$ cat src/rtl/apb_master_arb_pkg.sv
// Shared types, width defaults and the address-legality helper for the two-requester APB master.
package apb_master_arb_pkg;

    localparam int unsigned ADDR_W_DEFAULT = 32;
    localparam int unsigned DATA_W_DEFAULT = 32;

    typedef enum logic [1:0] {
        StIdle,
        StSetup,
        StAccess,
        StCapture
    } state_e;

    // Caller zero-extends the address; legal means word aligned and inside the register file.
    function automatic logic addr_ok(input logic [63:0] addr, input int unsigned num_regs);
        logic [63:0] limit;
        limit = 64'(num_regs) << 2;
        return (addr[1:0] == 2'b00) && (addr < limit);
    endfunction

endpackage

$ cat src/rtl/apb_master_arb_if.sv
// APB bus between the master and the register-file slave (the slave has no PREADY).
interface apb_master_arb_if
    import apb_master_arb_pkg::*;
#(
    parameter int unsigned ADDR_W = ADDR_W_DEFAULT,
    parameter int unsigned DATA_W = DATA_W_DEFAULT
);

    logic              PSEL;
    logic              PENABLE;
    logic              PWRITE;
    logic [ADDR_W-1:0] PADDR;
    logic [DATA_W-1:0] PWDATA;
    logic [DATA_W-1:0] PRDATA;

    modport master (
        output PSEL,
        output PENABLE,
        output PWRITE,
        output PADDR,
        output PWDATA,
        input  PRDATA
    );

    modport slave (
        input  PSEL,
        input  PENABLE,
        input  PWRITE,
        input  PADDR,
        input  PWDATA,
        output PRDATA
    );

endinterface

$ cat src/rtl/rr_arb2.sv
// Two-input round-robin arbiter; on contention the requester not granted last time wins.
module rr_arb2 (
    input  logic       clk,
    input  logic       rst_n,
    input  logic [1:0] req,
    input  logic       advance,
    output logic [1:0] gnt
);

    logic last_grant_q;
    logic last_grant_d;

    always_comb begin
        case (req)
            2'b01:   gnt = 2'b01;
            2'b10:   gnt = 2'b10;
            2'b11:   gnt = last_grant_q ? 2'b01 : 2'b10;
            default: gnt = 2'b00;
        endcase
    end

    always_comb begin
        last_grant_d = last_grant_q;
        if (advance && (gnt != 2'b00)) begin
            last_grant_d = gnt[1];
        end
    end

    // Reset to 1 so requester 0 wins the first contention.
    always_ff @(posedge clk or negedge rst_n) begin
        if (!rst_n) begin
            last_grant_q <= 1'b1;
        end else begin
            last_grant_q <= last_grant_d;
        end
    end

endmodule

$ cat src/rtl/apb_master_arb.sv
// Two-requester APB master: round-robin grant, IDLE/SETUP/ACCESS/CAPTURE sequencing with an extra
// capture cycle for the slave's registered PRDATA, and local rejection of illegal addresses.
module apb_master_arb
    import apb_master_arb_pkg::*;
#(
    parameter int unsigned ADDR_W   = ADDR_W_DEFAULT,
    parameter int unsigned DATA_W   = DATA_W_DEFAULT,
    parameter int unsigned NUM_REGS = 4
) (
    input  logic              PCLK,
    input  logic              PRESETn,
    input  logic              req0,
    input  logic              req1,
    input  logic              wr0,
    input  logic              wr1,
    input  logic [ADDR_W-1:0] addr0,
    input  logic [ADDR_W-1:0] addr1,
    input  logic [DATA_W-1:0] wdata0,
    input  logic [DATA_W-1:0] wdata1,
    output logic              done0,
    output logic              done1,
    output logic              err0,
    output logic              err1,
    output logic [DATA_W-1:0] rdata0,
    output logic [DATA_W-1:0] rdata1,
    apb_master_arb_if.master  apb
);

    state_e state_q, state_d;

    logic [1:0]        eligible;
    logic [1:0]        gnt;
    logic              gnt_sel;
    logic              sel_wr;
    logic [ADDR_W-1:0] sel_addr;
    logic [DATA_W-1:0] sel_wdata;
    logic              sel_ok;

    logic              cur_q, cur_d;
    logic              psel_q, psel_d;
    logic              penable_q, penable_d;
    logic              pwrite_q, pwrite_d;
    logic [ADDR_W-1:0] paddr_q, paddr_d;
    logic [DATA_W-1:0] pwdata_q, pwdata_d;
    logic [1:0]        done_q, done_d;
    logic [1:0]        err_q, err_d;
    logic [DATA_W-1:0] rdata0_q, rdata0_d;
    logic [DATA_W-1:0] rdata1_q, rdata1_d;

    // A requester whose done is showing still holds req for that one cycle, so mask it.
    assign eligible = {req1 & ~done_q[1], req0 & ~done_q[0]};

    rr_arb2 u_arb (
        .clk     (PCLK),
        .rst_n   (PRESETn),
        .req     (eligible),
        .advance (state_q == StIdle),
        .gnt     (gnt)
    );

    assign gnt_sel   = gnt[1];
    assign sel_wr    = gnt_sel ? wr1 : wr0;
    assign sel_addr  = gnt_sel ? addr1 : addr0;
    assign sel_wdata = gnt_sel ? wdata1 : wdata0;
    assign sel_ok    = addr_ok(64'(sel_addr), NUM_REGS);

    always_ff @(posedge PCLK or negedge PRESETn) begin
        if (!PRESETn) begin
            state_q <= StIdle;
        end else begin
            state_q <= state_d;
        end
    end

    always_comb begin
        state_d = state_q;
        unique case (state_q)
            StIdle:    if ((gnt != 2'b00) && sel_ok) state_d = StSetup;
            StSetup:   state_d = StAccess;
            StAccess:  state_d = pwrite_q ? StIdle : StCapture;
            StCapture: state_d = StIdle;
            default:   state_d = StIdle;
        endcase
    end

    // Next values of the registered outputs; the bus fields double as the latched grant fields.
    always_comb begin
        cur_d     = cur_q;
        psel_d    = 1'b0;
        penable_d = 1'b0;
        pwrite_d  = pwrite_q;
        paddr_d   = paddr_q;
        pwdata_d  = pwdata_q;
        done_d    = 2'b00;
        err_d     = 2'b00;
        rdata0_d  = rdata0_q;
        rdata1_d  = rdata1_q;
        unique case (state_q)
            StIdle: begin
                if (gnt != 2'b00) begin
                    cur_d    = gnt_sel;
                    pwrite_d = sel_wr;
                    paddr_d  = sel_addr;
                    pwdata_d = sel_wdata;
                    if (sel_ok) begin
                        psel_d = 1'b1;
                    end else begin
                        done_d = gnt;
                        err_d  = gnt;
                    end
                end
            end
            StSetup: begin
                psel_d    = 1'b1;
                penable_d = 1'b1;
            end
            StAccess: begin
                if (pwrite_q) begin
                    done_d[cur_q] = 1'b1;
                end
            end
            StCapture: begin
                done_d[cur_q] = 1'b1;
                if (cur_q) begin
                    rdata1_d = apb.PRDATA;
                end else begin
                    rdata0_d = apb.PRDATA;
                end
            end
            default: ;
        endcase
    end

    always_ff @(posedge PCLK or negedge PRESETn) begin
        if (!PRESETn) begin
            cur_q     <= 1'b0;
            psel_q    <= 1'b0;
            penable_q <= 1'b0;
            pwrite_q  <= 1'b0;
            paddr_q   <= '0;
            pwdata_q  <= '0;
            done_q    <= 2'b00;
            err_q     <= 2'b00;
            rdata0_q  <= '0;
            rdata1_q  <= '0;
        end else begin
            cur_q     <= cur_d;
            psel_q    <= psel_d;
            penable_q <= penable_d;
            pwrite_q  <= pwrite_d;
            paddr_q   <= paddr_d;
            pwdata_q  <= pwdata_d;
            done_q    <= done_d;
            err_q     <= err_d;
            rdata0_q  <= rdata0_d;
            rdata1_q  <= rdata1_d;
        end
    end

    assign apb.PSEL    = psel_q;
    assign apb.PENABLE = penable_q;
    assign apb.PWRITE  = pwrite_q;
    assign apb.PADDR   = paddr_q;
    assign apb.PWDATA  = pwdata_q;
    assign done0       = done_q[0];
    assign done1       = done_q[1];
    assign err0        = err_q[0];
    assign err1        = err_q[1];
    assign rdata0      = rdata0_q;
    assign rdata1      = rdata1_q;

endmodule

$ cat src/flat_wrapper.sv
// flat-port wrapper written by rule: the top's interface ports become plain ports
module apb_master_arb_flat import apb_master_arb_pkg::*;
#(
    parameter int unsigned ADDR_W   = ADDR_W_DEFAULT,
    parameter int unsigned DATA_W   = DATA_W_DEFAULT,
    parameter int unsigned NUM_REGS = 4
)
  (PCLK, PRESETn, req0, req1, wr0, wr1, addr0, addr1, wdata0, wdata1, done0, done1, err0, err1, rdata0, rdata1, apb_PSEL, apb_PENABLE, apb_PWRITE, apb_PADDR, apb_PWDATA, apb_PRDATA);
  apb_master_arb_if #(.ADDR_W(ADDR_W), .DATA_W(DATA_W)) apb_i ();
  input  logic PCLK;
  input  logic PRESETn;
  input  logic req0;
  input  logic req1;
  input  logic wr0;
  input  logic wr1;
  input  logic [ADDR_W-1:0] addr0;
  input  logic [ADDR_W-1:0] addr1;
  input  logic [DATA_W-1:0] wdata0;
  input  logic [DATA_W-1:0] wdata1;
  output logic done0;
  output logic done1;
  output logic err0;
  output logic err1;
  output logic [DATA_W-1:0] rdata0;
  output logic [DATA_W-1:0] rdata1;
  output wire logic [$bits(apb_i.PSEL)-1:0] apb_PSEL;
  output wire logic [$bits(apb_i.PENABLE)-1:0] apb_PENABLE;
  output wire logic [$bits(apb_i.PWRITE)-1:0] apb_PWRITE;
  output wire logic [$bits(apb_i.PADDR)-1:0] apb_PADDR;
  output wire logic [$bits(apb_i.PWDATA)-1:0] apb_PWDATA;
  input wire logic [$bits(apb_i.PRDATA)-1:0] apb_PRDATA;
  assign apb_PSEL = apb_i.PSEL;
  assign apb_PENABLE = apb_i.PENABLE;
  assign apb_PWRITE = apb_i.PWRITE;
  assign apb_PADDR = apb_i.PADDR;
  assign apb_PWDATA = apb_i.PWDATA;
  assign apb_i.PRDATA = apb_PRDATA;
  apb_master_arb #(.ADDR_W(ADDR_W), .DATA_W(DATA_W), .NUM_REGS(NUM_REGS)) u_core (.PCLK(PCLK), .PRESETn(PRESETn), .req0(req0), .req1(req1), .wr0(wr0), .wr1(wr1), .addr0(addr0), .addr1(addr1), .wdata0(wdata0), .wdata1(wdata1), .done0(done0), .done1(done1), .err0(err0), .err1(err1), .rdata0(rdata0), .rdata1(rdata1), .apb(apb_i));
endmodule
$ cat config.mk
export PLATFORM = sky130hd
export DESIGN_NAME = apb_master_arb_flat
export DESIGN_NICKNAME = d
export VERILOG_FILES = /design/src/rtl/apb_master_arb_pkg.sv /design/src/rtl/apb_master_arb_if.sv /design/src/rtl/rr_arb2.sv /design/src/rtl/apb_master_arb.sv /design/src/flat_wrapper.sv
export SDC_FILE = /design/constraint.sdc
export NUM_CORES = 1
export LEC_CHECK = 0
export ABC_AREA = 0
export CORE_ASPECT_RATIO = 1.75
export CORE_MARGIN = 8
export CORE_UTILIZATION = 41
export DETAILED_ROUTE_END_ITERATION = 10
export GPL_ROUTABILITY_DRIVEN = 1
export PLACE_DENSITY = 0.78
export REMOVE_ABC_BUFFERS = 1
export SLEW_MARGIN = 20
export SYNTH_ARGS = -nofsm -noshare
export SYNTH_HDL_FRONTEND = slang
export SYNTH_HIERARCHICAL = 1
export SYNTH_SLANG_ARGS = --single-unit
$ cat constraint.sdc
create_clock -name PCLK -period 2.01 [get_ports PCLK]
set_input_delay 0.603 -clock PCLK [delete_from_list [all_inputs] [get_ports PCLK]]
set_output_delay 0.603 -clock PCLK [all_outputs]
set_load 0.03 [all_outputs]
==> run metrics, run 1 <==
antenna-violating nets left 0; initial antenna violation count 1; NetSw 0.00365 W; most numerous cell in the Yosys netlist dfrtp_1; Avg Inst Size Synth ~13 um2; share of cells above drive strength 1 19.4%; endpoints failing hold 0; Reg-to-Reg Start u_core/done_q[0]; via count 5187; VDD IR-drop max approximately 0.00064 V; HPWL Detailed about 16 mm; critical path's slowest cell clkdlybuf4s50_1; Reg area roughly 3500 um2; status finished clean; clock-pin slew on the worst setup and hold paths 0.06 ns; 1st-pass router iterations 4; leading area contributor after synthesis dfrtp_1; synth top area cells dfrtp_1 57%, mux2i_1 11%, mux2_4 8.4%; Worst Slack Setup Final approximately 0.09 ns; Yosys reg bits roughly 140; arrival time worst endpoint 2.18 ns; core area ~15000 um2; dpl cells just under 1000; area of the multi-input gates about 2500 um2; first-pass GRT wire length 32.3 mm; leakage between 4 and 5 nW; Vias per Instance roughly 5.1; DR iter-0 viols about 170; Max Slew Vio Count 0; Clock Power Share 32.5%; drt drc 0; CTS Root Buffer Type clkbuf_16; Synth Warn # 6; reg-to-reg slack, setup roughly 0.15 ns; crit-path cells clkdlybuf4s50_1, nor4_1, buf_4, nand4_1, o22ai_4, o22ai_2; Starting Density approximately two fifths; CP peak stage delay between 0.4 and 0.5 ns; grt total ovfl 0; power per cell area roughly 1000 nW/um2; Pint 0.00719 W; Clock Tree Buf Depth 2; Startpoint Class input pin; number of global-route vias before repair between 5000 and 6000; num rows 59; Tcrit/Tclk final a little over nine tenths; Layout area overhead 69.7%; Placed Instance Area roughly 9500 um2; die extent in y about 180 um; unrepaired setup endpoints after global routing false; WP buf/inv 2; Reg power frac about a third; Post-synth top cells 138 x dfrtp_1, 71 x nor2_1, 66 x a21oi_1; library cells used by synthesis 30; Hold Crit Class input pin to async pin; setup violators final 0; nets between 900 and 1000; Synth top area share 56.7%; largest net degree at the start of global routing between 40 and 50; worst-path maximum fanout 6; Clock Latency Late Sink approximately 0.4 ns; sequential-to-total area share from yosys stat 57.2%; number of synthesized flops with an enable pin 0; CTS H-tree lvls 4; Fmax achieved between 500 and 600 MHz; asr flop ratio synth between 90% and 100%; Crit Path Class input pin to register; worst flop-to-flop path endpoint u_core/apb.PADDR[23]; fin cells between 1000 and 1500; crit path time final around 1.9 ns; Worst Tran Pin Value approximately 0.53 ns; num ports approximately 300; Layout Cell Area excl Fill 10300 um2; max-cap viol count 0; die span in x 108 um; Layout fillers between 1000 and 1500; Syn Inst Count 476; CP required ~2.3 ns; Crit. End Element register; GPL Wtd Cong just under 0.9; Sw Ratio roughly 34%; R2R depth 9; Die ar. between 15000 and 20000 um2; worst slack at placement -0.661 ns; Most used DFF post-synth dfrtp_1; Clock Skews about 0.011 ns; total CTS buffers 17; CTS tree done; Relative slew margins between 60% and 70%; Top delay family on crit path buffers and inverters; Synth Cell Area between 6000 and 7000 um2; Routed WL per cell roughly 21 um; final wirelength 21.7 mm; Port Buffer Count 300; # clock sinks around 140; gr usage total 21.8%; power share of the combinational group 34.2%
## stage by stage
stage               total power, W  TNS, ns  utilization (%)  hold WS, ns
detailed placement         0.00750   -42.80             64.9        0.493
floorplan                  0.00566  -665.13                -        0.307
global placement           0.00738   -33.65             64.9        0.486
global route                0.0113        0             70.3       0.0842
finish                      0.0108        0             70.3       0.0838
CTS                         0.0108  -0.0556             69.3       0.0765
## cell type report
cell class,count,share of cell area (%)
Antenna cell,1,0.0242
Clock buffer,21,4.36
Clock inverter,11,2.10
Inverter,2,0.0727
Multi-Input combinational cell,306,24.0
Sequential cell,139,33.7
Tap cell,183,2.22
Timing Repair Buffer,351,33.6
## sequential cells by signal, summed over array words and instances (netlist names)
register                   count
u_core/done_q                  2
u_core/apb.PENABLE             1
u_core/state_q                 2
u_core/rdata0                 32
u_core/apb.PWRITE              1
u_core/apb.PSEL                1
u_core/apb.PADDR              32
u_core/err_q                   2
u_core/rdata1                 32
u_core/cur_q                   1
u_core/u_arb/last_grant_q      1
u_core/apb.PWDATA             32
## power by group through the flow
stage          registers [W]  clock network, W  logic [W]
2_1_floorplan        0.00466                 0   0.000994
3_3_place_gp         0.00364                 0    0.00374
3_5_place_dp         0.00368                 0    0.00382
4_1_cts              0.00361           0.00359    0.00359
5_1_grt              0.00368           0.00372    0.00388
6_report             0.00361           0.00352    0.00370
## timing repair
action / in CTS / in global routing
setup endpoints to repair: 206 / 70
buffers inserted: 1 / 2
hold buffers: 0 / 0
pin swaps: 3 / 2
resized for setup: 155 / 7
cloned: 2 / 4
## per-layer routing
metal / vias to the layer above / part of all wire, % / GRT usage [%]
li1: 2372 / - / -
met1: 2554 / 35 / 22.3
met2: 220 / 55 / 39.9
met3: 41 / 7.9 / 6.53
met4: 0 / 2.8 / 8.61
met5: - / 0 / 0
## kinds of logic after synthesis
logic type / after synthesis / share of synthesized area, %
AO/OA/AOI/OAI: 75 / 6.62
AND/OR/NAND/NOR: 102 / 8.04
buffers and inverters: 31 / 3.54
multiplexers: 129 / 24.6
flip-flops: 139 / 57.2
## cell usage in the layout, fill, tap and decap left out, drive strengths merged, types with 2 or more instances in the layout
cell,instances
clkdlybuf4s50,162
dfrtp,138
dlygate4sd2,135
nor2,71
a21oi,66
mux2i,65
mux2,64
buf,48
clkbuf,25
nor4,13
bufinv,6
nand2,5
clkinv,5
nand4,4
nor3,3
nor2b,3
dlymetal6s2s,2
inv,2
a21o,2
a21boi,2
o22ai,2
## how the worst max path moves through the flow
stage	start	end	slack, ns	cells after the start
after floorplan	req1	u_core/state_q[0]	-9.48	5
after global placement	req0	u_core/done_q[1]	-0.49	8
after detailed placement	req0	u_core/done_q[1]	-0.66	8
after CTS	req0	u_core/apb.PADDR[16]	-0.02	10
after global routing	addr0[22]	u_core/done_q[1]	0.01	6
final	addr0[16]	u_core/done_q[1]	0.09	6
Note: power is estimated with default switching activity, not from simulation.
==> run 2: changes to the inputs <==
CORE_UTILIZATION = 43   (was 41)
GPL_TIMING_DRIVEN = 0   (was default)
PLACE_DENSITY = 0.82   (was 0.78)
SYNTH_HIERARCHICAL = default   (was 1)
clock period = 2.4 ns   (was 2.01 ns; I/O delays follow)
==> run metrics, run 2 <==
status finished clean; largest net degree at the start of global routing 86 (+87%); number of global-route vias before repair 5522 (-4.1%); library cells used by synthesis 37 (+23%); Relative slew margins 60.3% (-4.2 points); Synth Cell Area 5940 um2 (-2.3%); grt total ovfl 0 (unchanged); Crit. End Element register; Layout fillers 959 (-14%); Worst Tran Pin Value 0.596 ns (+0.0627 ns); core area 13700 um2 (-6.8%); Crit Path Class input pin to register; gr usage total 21.7% (-0.12 points); num rows 57 (-3.4%); Starting Density 43.4% (+2.0 points); clock-pin slew on the worst setup and hold paths 0.06 ns (about the same); Layout area overhead 65.3%; Layout Cell Area excl Fill 9820 um2 (-4.9%); max-cap viol count 0 (unchanged); Yosys reg bits 139 (unchanged); CTS Root Buffer Type clkbuf_16; die extent in y 172 um (-3.2%); VDD IR-drop max 0.000498 V (-22%); Post-synth top cells 138 x dfrtp_1, 67 x nand2_1, 65 x mux2i_1; most frequent cells in the layout 299 x clkdlybuf4s50_1, 138 x dfrtp_1, 67 x nand2_1; Clock Skews 0.0109 ns (-0.000114 ns); leading area contributor after synthesis dfrtp_1; Hold Crit Class input pin to async pin; setup violators final 0 (unchanged); CP required 2.73 ns (+0.46 ns); first-pass GRT wire length 30.4 mm (-5.8%); asr flop ratio synth 100% (unchanged); endpoints failing hold 0 (unchanged); number of synthesized flops with an enable pin 0 (unchanged); DR iter-0 viols 119 (-30%); share of cells above drive strength 1 15.0% (-4.4 points); Die ar. 18000 um2 (-6.1%); nets 942 (-4.2%); Tcrit/Tclk final a little over nine tenths; Clock Tree Buf Depth 2 (unchanged); GPL Wtd Cong 0.772 (-13%); Max Slew Vio Count 0 (unchanged); CTS tree done; die span in x 105 um (-3.0%); Syn Inst Count 476 (unchanged); power per cell area 783 nW/um2 (-25%); total CTS buffers 17 (unchanged); CTS H-tree lvls 4 (unchanged); Post-CTS Hold Fix Bufs 0 (unchanged); num ports 301 (unchanged); arrival time worst endpoint 2.64 ns (+0.46 ns); 1st-pass router iterations 4 (unchanged); synth top area cells dfrtp_1 58%, mux2_2 12%, mux2i_1 11%; worst-path maximum fanout 33 (+27); leakage 4.29 nW (-8.7%); Clock Latency Late Sink 0.41 ns (about the same); initial antenna violation count 1 (unchanged); via count 4882 (-5.9%); final wirelength 19.2 mm (-11%); Port Buffer Count 300 (unchanged); Placed Instance Area 9160 um2 (-4.0%); drt drc 0 (unchanged); # clock sinks 139 (unchanged); setup tns final 0 ns (unchanged); Startpoint Class input pin; unrepaired setup endpoints after global routing false; crit path time final 2.31 ns; Routed WL per cell 19.9 um (-7.2%); HPWL Detailed 14.9 mm (-9.2%); Most used DFF post-synth dfrtp_1; Synth Warn # 0 (-6); most numerous cell in the Yosys netlist dfrtp_1; Synth top area share 58.1% (+1.4 points); Vias per Instance 5.05 (-1.3%); Avg Inst Size Synth 12.5 um2 (-2.3%); sequential-to-total area share from yosys stat 58.5% (+1.4 points); Fmax achieved 432 MHz; most common cell after layout, fill and taps aside clkdlybuf4s50_1; antenna-violating nets left 0 (unchanged)
==> run 2: cell count changes after synthesis, moves of 7 or more <==
cell      change
buf_6         -8
mux2_2       +34
o21ai_1      +13
clkbuf_1     +10
buf_2         -7
mux2_4       -33
nand2_1      +62
o21ai_0      +54
a21oi_1      -66
nor2_1       -67
==> run 2: repair_timing <==
action / CTS / global route
buffers inserted: 2 / 0
setup endpoints to repair: 6 / 0
resized for setup: 1 / 0
==> run 2: layout make-up <==
type	instances	area, um2	share of cell area [%]
Sequential cell	139	3480	35.4
Tap cell	177	221	2.25
Clock buffer	18	429	4.37
Clock inverter	14	208	2.11
Antenna cell	1	2.50	0.0255
Timing Repair Buffer	307	3140	31.9
Multi-Input combinational cell	308	2330	23.8
Inverter	3	11.3	0.115
==> run 2: cells by family after synthesis <==
group / synth area share, %
multiplexers: 23.3
flip-flops: 58.5
AND/OR/NAND/NOR: 8.04
buffers and inverters: 2.72
AO/OA/AOI/OAI: 7.37
==> run 2: per-stage QoR <==
step | hold WS [ns] | utilization [%] | total power [W] | std cells | worst slack, ns
after floorplan | 0.424 | - | 0.00381 | 449 | -1.19
after global placement | 0.461 | 65.9 | 0.00487 | 926 | -4.77
after detailed placement | 0.470 | 66.9 | 0.00492 | 931 | -0.618
after CTS | 0.298 | 71.7 | 0.00778 | 966 | 0.0829
after global routing | 0.327 | 71.7 | 0.00802 | 967 | 0.0315
final | 0.285 | 71.7 | 0.00769 | 967 | 0.0868
==> run 2: where the power goes <==
group          internal [W]  leakage, nW  switching [W]
registers           0.00263         1.66       0.000165
clock network       0.00177        0.310        0.00104
logic              0.000945         2.32        0.00113
==> run 2: metal layers <==
layer	vias up	share of wire, %	global-route usage, %
li1	2290	-	-
met1	2337	34	21.7
met2	223	54	38.8
met3	32	8.8	8.63
met4	0	3.0	9.68
met5	-	0	0
==> run 2: worst max-delay path, stage by stage <==
cell,delay (ns)
clkdlybuf4s50_1,0.50
nor2b_4,0.28
a21o_4,0.18
buf_12,0.23
mux2_4,0.34
a21oi_2,0.20
a31o_1,0.20
==> run 2: worst paths after layout <==
check / endpoint / slack [ns] / cells after the start / startpoint
max reg2reg: u_core.apb.PADDR[6] / 0.47 / 5 / u_core.state_q[1]
min in group PCLK: u_core.apb.PWDATA[6] / 0.48 / 2 / u_core.apb.PWDATA[6]
max: u_core.apb.PSEL / 0.09 / 7 / req0
max in group asynchronous: u_core.u_arb.last_grant_q / 1.35 / 2 / PRESETn
min: u_core.rdata1[17] / 0.29 / 1 / PRESETn
min reg2reg: u_core.apb.PWDATA[6] / 0.48 / 2 / u_core.apb.PWDATA[6]
